--- src/rtl/uart_pkg.sv ---
// Shared UART transmit types: FSM state encoding, line levels and a frame-size helper.
package uart_pkg;

    typedef enum logic [2:0] {
        IDLE,
        START,
        DATA,
        PARITY,
        STOP
    } tx_state_t;

    localparam logic LINE_IDLE  = 1'b1;
    localparam logic LINE_START = 1'b0;

    function automatic int frame_bits(input int data_w, input int stop_bits, input int p);
        return 1 + data_w + p + stop_bits;
    endfunction

endpackage

--- src/rtl/uart_sync_fifo.sv ---
// Synchronous FIFO with wrap-bit pointers; head entry is always presented on rd_data.
// Latency: a write is visible at the head on the cycle after it is accepted.
// Backpressure: writes while full and reads while empty are ignored.
module uart_sync_fifo #(
    parameter int WIDTH = 8,
    parameter int DEPTH = 8
) (
    input  logic                     clk,
    input  logic                     rst_n,
    input  logic                     wr_en,
    input  logic [WIDTH-1:0]         wr_data,
    input  logic                     rd_en,
    output logic [WIDTH-1:0]         rd_data,
    output logic                     full,
    output logic                     empty,
    output logic [$clog2(DEPTH):0]   level
);

    localparam int AW = $clog2(DEPTH);
    localparam logic [AW:0] PTR_ONE = (AW+1)'(1);

    logic [AW:0]      wr_ptr;
    logic [AW:0]      rd_ptr;
    logic [WIDTH-1:0] mem [DEPTH];
    logic             do_wr;
    logic             do_rd;

    // Same index with opposite wrap bits means the write side has lapped the read side.
    assign empty   = (wr_ptr == rd_ptr);
    assign full    = (wr_ptr[AW] != rd_ptr[AW]) && (wr_ptr[AW-1:0] == rd_ptr[AW-1:0]);
    assign level   = wr_ptr - rd_ptr;
    assign rd_data = mem[rd_ptr[AW-1:0]];
    assign do_wr   = wr_en && !full;
    assign do_rd   = rd_en && !empty;

    always_ff @(posedge clk or negedge rst_n) begin
        if (!rst_n) begin
            wr_ptr <= '0;
            rd_ptr <= '0;
            for (int i = 0; i < DEPTH; i++) begin
                mem[i] <= '0;
            end
        end else begin
            if (do_wr) begin
                mem[wr_ptr[AW-1:0]] <= wr_data;
                wr_ptr              <= wr_ptr + PTR_ONE;
            end
            if (do_rd) begin
                rd_ptr <= rd_ptr + PTR_ONE;
            end
        end
    end

endmodule

--- src/rtl/uart_tx_fifo.sv ---
// FIFO-buffered UART transmitter, LSB first; UART_TX_PARITY_EN adds a parity bit and parity_odd.
// Latency: write accepted at edge N drives the start bit from edge N+2; queued frames run back to back.
// Backpressure: s_ready is FIFO not-full; writes presented while full are dropped.
module uart_tx_fifo
    import uart_pkg::*;
#(
    parameter int DATA_W     = 8,
    parameter int STOP_BITS  = 1,
    parameter int FIFO_DEPTH = 8,
    parameter int DIV_W      = 16
) (
    input  logic                           clk,
    input  logic                           rst_n,
    input  logic [DIV_W-1:0]               baud_div,
`ifdef UART_TX_PARITY_EN
    input  logic                           parity_odd,
`endif
    input  logic                           s_valid,
    output logic                           s_ready,
    input  logic [DATA_W-1:0]              s_data,
    output logic                           txd,
    output logic                           busy,
    output logic [$clog2(FIFO_DEPTH):0]    fifo_level
);

    localparam logic [3:0] LAST_DATA = 4'(DATA_W - 1);
    localparam logic [3:0] LAST_STOP = 4'(STOP_BITS - 1);

    tx_state_t          state;
    logic [DATA_W-1:0]  shift_q;
    logic [DIV_W-1:0]   div_q;
    logic [DIV_W-1:0]   baud_cnt;
    logic [3:0]         bit_cnt;
    logic [DATA_W-1:0]  head;
    logic [DIV_W-1:0]   div_eff;
    logic               fifo_full;
    logic               fifo_empty;
    logic               pop;
    logic               bit_end;
    logic               line_bit;
`ifdef UART_TX_PARITY_EN
    logic               par_q;
`endif

    uart_sync_fifo #(
        .WIDTH (DATA_W),
        .DEPTH (FIFO_DEPTH)
    ) u_fifo (
        .clk     (clk),
        .rst_n   (rst_n),
        .wr_en   (s_valid),
        .wr_data (s_data),
        .rd_en   (pop),
        .rd_data (head),
        .full    (fifo_full),
        .empty   (fifo_empty),
        .level   (fifo_level)
    );

    assign s_ready = ~fifo_full;
    assign busy    = (state != IDLE) || (fifo_level != '0);
    assign div_eff = (baud_div == '0) ? DIV_W'(1) : baud_div;
    assign bit_end = (baud_cnt == '0);

    // Popping at the end of the last stop bit lets the next start bit follow with no idle gap.
    always_comb begin
        pop      = 1'b0;
        line_bit = LINE_IDLE;
        case (state)
            IDLE:    pop = ~fifo_empty;
            START:   line_bit = LINE_START;
            DATA:    line_bit = shift_q[0];
`ifdef UART_TX_PARITY_EN
            PARITY:  line_bit = par_q;
`endif
            STOP:    pop = bit_end && (bit_cnt == LAST_STOP) && ~fifo_empty;
            default: line_bit = LINE_IDLE;
        endcase
    end

    // txd is registered from the current state, so the line trails the FSM by one clock.
    always_ff @(posedge clk or negedge rst_n) begin
        if (!rst_n) begin
            state    <= IDLE;
            txd      <= LINE_IDLE;
            shift_q  <= '0;
            div_q    <= DIV_W'(1);
            baud_cnt <= '0;
            bit_cnt  <= '0;
`ifdef UART_TX_PARITY_EN
            par_q    <= 1'b0;
`endif
        end else begin
            txd <= line_bit;
            if (pop) begin
                state    <= START;
                shift_q  <= head;
                div_q    <= div_eff;
                baud_cnt <= div_eff - DIV_W'(1);
                bit_cnt  <= '0;
`ifdef UART_TX_PARITY_EN
                par_q    <= parity_odd ? ~^head : ^head;
`endif
            end else if (state != IDLE) begin
                if (!bit_end) begin
                    baud_cnt <= baud_cnt - DIV_W'(1);
                end else begin
                    baud_cnt <= div_q - DIV_W'(1);
                    case (state)
                        START: state <= DATA;
                        DATA: begin
                            shift_q <= shift_q >> 1;
                            if (bit_cnt == LAST_DATA) begin
                                bit_cnt <= '0;
`ifdef UART_TX_PARITY_EN
                                state   <= PARITY;
`else
                                state   <= STOP;
`endif
                            end else begin
                                bit_cnt <= bit_cnt + 4'd1;
                            end
                        end
`ifdef UART_TX_PARITY_EN
                        PARITY: state <= STOP;
`endif
                        STOP: begin
                            if (bit_cnt == LAST_STOP) begin
                                state <= IDLE;
                            end else begin
                                bit_cnt <= bit_cnt + 4'd1;
                            end
                        end
                        default: state <= IDLE;
                    endcase
                end
            end
        end
    end

endmodule
--- config.mk ---
export PLATFORM = sky130hd
export DESIGN_NAME = uart_tx_fifo
export DESIGN_NICKNAME = d
export VERILOG_FILES = /design/src/rtl/uart_pkg.sv /design/src/rtl/uart_sync_fifo.sv /design/src/rtl/uart_tx_fifo.sv
export SDC_FILE = /design/constraint.sdc
export NUM_CORES = 1
export LEC_CHECK = 0
export CORE_ASPECT_RATIO = 0.75
export CORE_MARGIN = 4
export CORE_UTILIZATION = 40
export DETAILED_ROUTE_END_ITERATION = 10
export MAX_ROUTING_LAYER = met4
export PLACE_DENSITY = 0.58
export SYNTH_ARGS = -nofsm -noshare
export SYNTH_HDL_FRONTEND = slang
export SYNTH_SLANG_ARGS = --single-unit
--- constraint.sdc ---
create_clock -name clk -period 4.2 [get_ports clk]
set_input_delay 0.84 -clock clk [delete_from_list [all_inputs] [get_ports clk]]
set_output_delay 0.84 -clock clk [all_outputs]
set_load 0.01 [all_outputs]
==> results by group <==
Setup path
  – Worst Path Required: 4540 ps
  – R2r setup slk: 480 ps
  – CP startpoint kind: flop
  – Crit end category: flop
  – Slowest stage delay, CP: 450 ps
  – WS Path Type: flop to flop
  – Critical path cell sequence: ha_1 -> nand3_1 -> or2_1 -> and2_1 -> o21ai_0 -> nand2_1 -> ha_1 -> nand2_1 -> nor3_1 -> o21ai_0 -> a22oi_2 -> o2111ai_1 -> xor2_1 -> o21ai_0
  – Worst path slowest cell: dfrtp_1
  – Most frequent CP cell: o21ai_0
  – Critical path arrival: 4060 ps
  – Top delay family on crit path: simple AND/OR/NAND/NOR gates
  – CP max FO: 10
  – WP buf/inv: 0

Logic synthesis
  – EDFF count, synth: 0
  – Seq/Total Area, Yosys: 48.12%
  – Main combinational cell family by area after synthesis: multiplexers
  – Synth top area share: 47.28%
  – Post-synthesis mux area share: 18.45%
  – Largest area contributor in the netlist: dfrtp_1
  – Ys flop type: dfrtp_1
  – Simple-gate portion of the synthesized area: 15.10%
  – Synth Register Bits: 120
  – Syn. warnings: 0
  – XOR/XNOR Fraction of Synth Area: 2.804%
  – Mapped Area: 6246 sq um
  – Avg Synthesized Cell Area: 10.48 sq um
  – Post-synth ARST share: 100.0%
  – Largest cells by area after synthesis: dfrtp_1 (47%), mux2_2 (12%), nand2_1 (6.7%), mux4_2 (5.8%), o21ai_0 (3.6%)
  – Area share of fa/ha/maj cells after synthesis: 1.923%
  – Gate count after technology mapping: 596
  – Mapped Nets: 632
  – Synth Area in Compound Gates: 11.18%
  – Synth unique cells: 57

Power and ir drop
  – Lkg Pwr: 3.141 nW
  – Power Dens Cells: 774.1 nW/um^2
  – Peak supply drop: 0.0005773 V
  – Combinational fraction of design power: 37.9%
  – P_sw: 1.959 mW
  – Clock network fraction of total power: 25.8%
  – Sw frac: 33.89%
  – Reg power frac: 36.3%
  – Pint: 3.822 mW

Clocking
  – # resized after CTS: 0
  – H-Tree Depth: 4
  – CTS tree: yes
  – Post-CTS setup buffer count: 0
  – Clk slew on worst S/H paths: 60 ps
  – CTS Hold Bufs: 0
  – Clk buf depth: 2
  – Root buffer cell: clkbuf_16
  – TritonCTS Buffers: 17
  – Clk Latency, worst-skew pair: 410 ps
  – Sink Count: 120

STA
  – Rel. slew slack: 23.88%
  – Hold_ws: 464.0 ps
  – Setup TNS: 0 ps
  – Unrepaired setup endpoints after global routing: false
  – Final min period: 3720 ps
  – Setup Viol. Count Final: 0
  – Final Cycle Share: 88.57%
  – Clk_skew: 6.644 ps
  – Peak Freq: 268.8 MHz
  – Final Hold Viols: 0
  – Max-slew violation count: 0
  – Worst slew pin tran: 1137 ps

Run status
  – Status: complete, no violations

Place
  – Port Buffer Count: 33
  – Routability cong.: 0.8645
  – Dpl cell area: 6857 sq um
  – Hpwl dp: 10460 um

Global route
  – Antenna violations before repair: 0
  – Vias in the first global route: 4872
  – Largest net degree at the start of global routing: 65
  – First-pass GRT wire length: 25540 um
  – Grt total ovfl: 0
  – Tot GR Track Use: 18.76%

Drt
  – Number of routed nets with antenna violations: 0
  – TritonRoute pass-1 iters: 5
  – Via Count: 4753
  – Number of vias per cell: 5.572
  – DRC Markers: 0
  – WL final: 15180 um
  – Drt wl/cell: 17.79 um
  – DR iter-0 viols: 438

Layout
  – Most frequent cells in the layout: dfrtp_1 (118), nand2_1 (111), mux2_2 (65), o21ai_0 (45), a21oi_1 (34)
  – Final instance area: 7468 sq um
  – Share of layout cells above drive strength 1: 21.14%
  – Nets: 672
  – Fin util: 48.90%
  – Ant. Diodes: 0
  – Most common cell after layout, fill and taps aside: dfrtp_1
  – Layout area overhead: 19.57%

Die
  – DIE AREA: 17700 sq um
  – Chip height: 116.2 um
  – Row count: 39
  – Starting Density: 40.89%
  – Core ar.: 15270 sq um
  – Die span in x: 152.3 um
  – IO Count: 34

Min path
  – HP Class: flop to flop

Flow run
  – Number of max-cap violations: 0
## power groups by stage
stage / logic, mW / clock network (mW) / registers [mW]
global route: 2.45 / 1.58 / 2.17
global placement: 2.17 / 0 / 2.07
CTS: 2.22 / 1.51 / 2.10
finish: 2.19 / 1.49 / 2.10
floorplan: 1.63 / 0 / 1.98
detailed placement: 2.20 / 0 / 2.11
## cell families after synthesis
logic type                 count (synthesis)
buffers and inverters                     39
adders and majority gates                  9
AOI/OAI and AO/OA                        117
xor gates and xnor gates                  20
and+or+nand+nor                          204
DFF                                      120
muxes                                     87
## registers in the layout, indices dropped and copies added, names as in the netlist
| name | count |
|---|---|
| div_q | 16 |
| shift_q | 8 |
| txd | 1 |
| state | 3 |
| baud_cnt | 16 |
| u_fifo.mem | 64 |
| u_fifo.rd_ptr | 4 |
| bit_cnt | 4 |
| u_fifo.wr_ptr | 4 |
## path summary, 6_finish.rpt
check                                  from              to  cells after the start
min in group asynchronous             rst_n       div_q[12]                      1
hold reg to reg                   div_q[15]       div_q[15]                      2
setup reg to reg           u_fifo.wr_ptr[2]    baud_cnt[12]                     14
hold / removal                    div_q[15]       div_q[15]                      2
setup / recovery           u_fifo.wr_ptr[2]    baud_cnt[12]                     14
max in group asynchronous             rst_n  u_fifo.mem[54]                      2
## worst register-to-register path, stage by stage (launching register included)
cell and delay, ps:
dfrtp_1 450, ha_1 350, nand3_1 110, or2_1 250, and2_1 430, o21ai_0 290, nand2_1 150, ha_1 280
nand2_1 130, nor3_1 150, o21ai_0 160, a22oi_2 390, o2111ai_1 210, xor2_1 180, o21ai_0 140
## Yosys cell counts (all sizes together) (8+ instances only)
| cell type | number |
|---|---|
| nor2 | 33 |
| nor3 | 10 |
| ha | 8 |
| nand2 | 111 |
| a21oi | 34 |
| dfrtp | 118 |
| inv | 11 |
| clkbuf | 18 |
| mux4 | 16 |
| mux2 | 65 |
| xnor2 | 13 |
| buf | 9 |
| o21ai | 48 |
| nand3 | 14 |
## per-stage QoR
stage	std cells	total power [mW]	setup WS (ps)
floorplan	596	3.605	97.50
global placement	822	4.242	327.1
detailed placement	822	4.310	233.6
CTS	853	5.833	378.2
global route	853	6.202	134.0
finish	853	5.781	479.9
## layer usage
metal / up-vias / share of wire, % / GRT usage [%] / routed length (um)
met5: - / 0 / - / 0
met3: 18 / 6.1 / 4.778 / 925
met1: 2374 / 49 / 26.66 / 7513
met4: 0 / 1.1 / 5.808 / 160
li1: 2224 / - / - / -
met2: 137 / 43 / 26.54 / 6579
## cell type report
type                       count  area, sq um
sequential                   120         3005
tap                          205        256.5
clock buffer                  23        488.0
multi-input combinational    437         3102
inverter                      12        45.04
timing repair buffer          48        452.9
fill                        1402         7805
clock inverter                 8        118.9
Note: power is estimated with default switching activity, not from simulation.
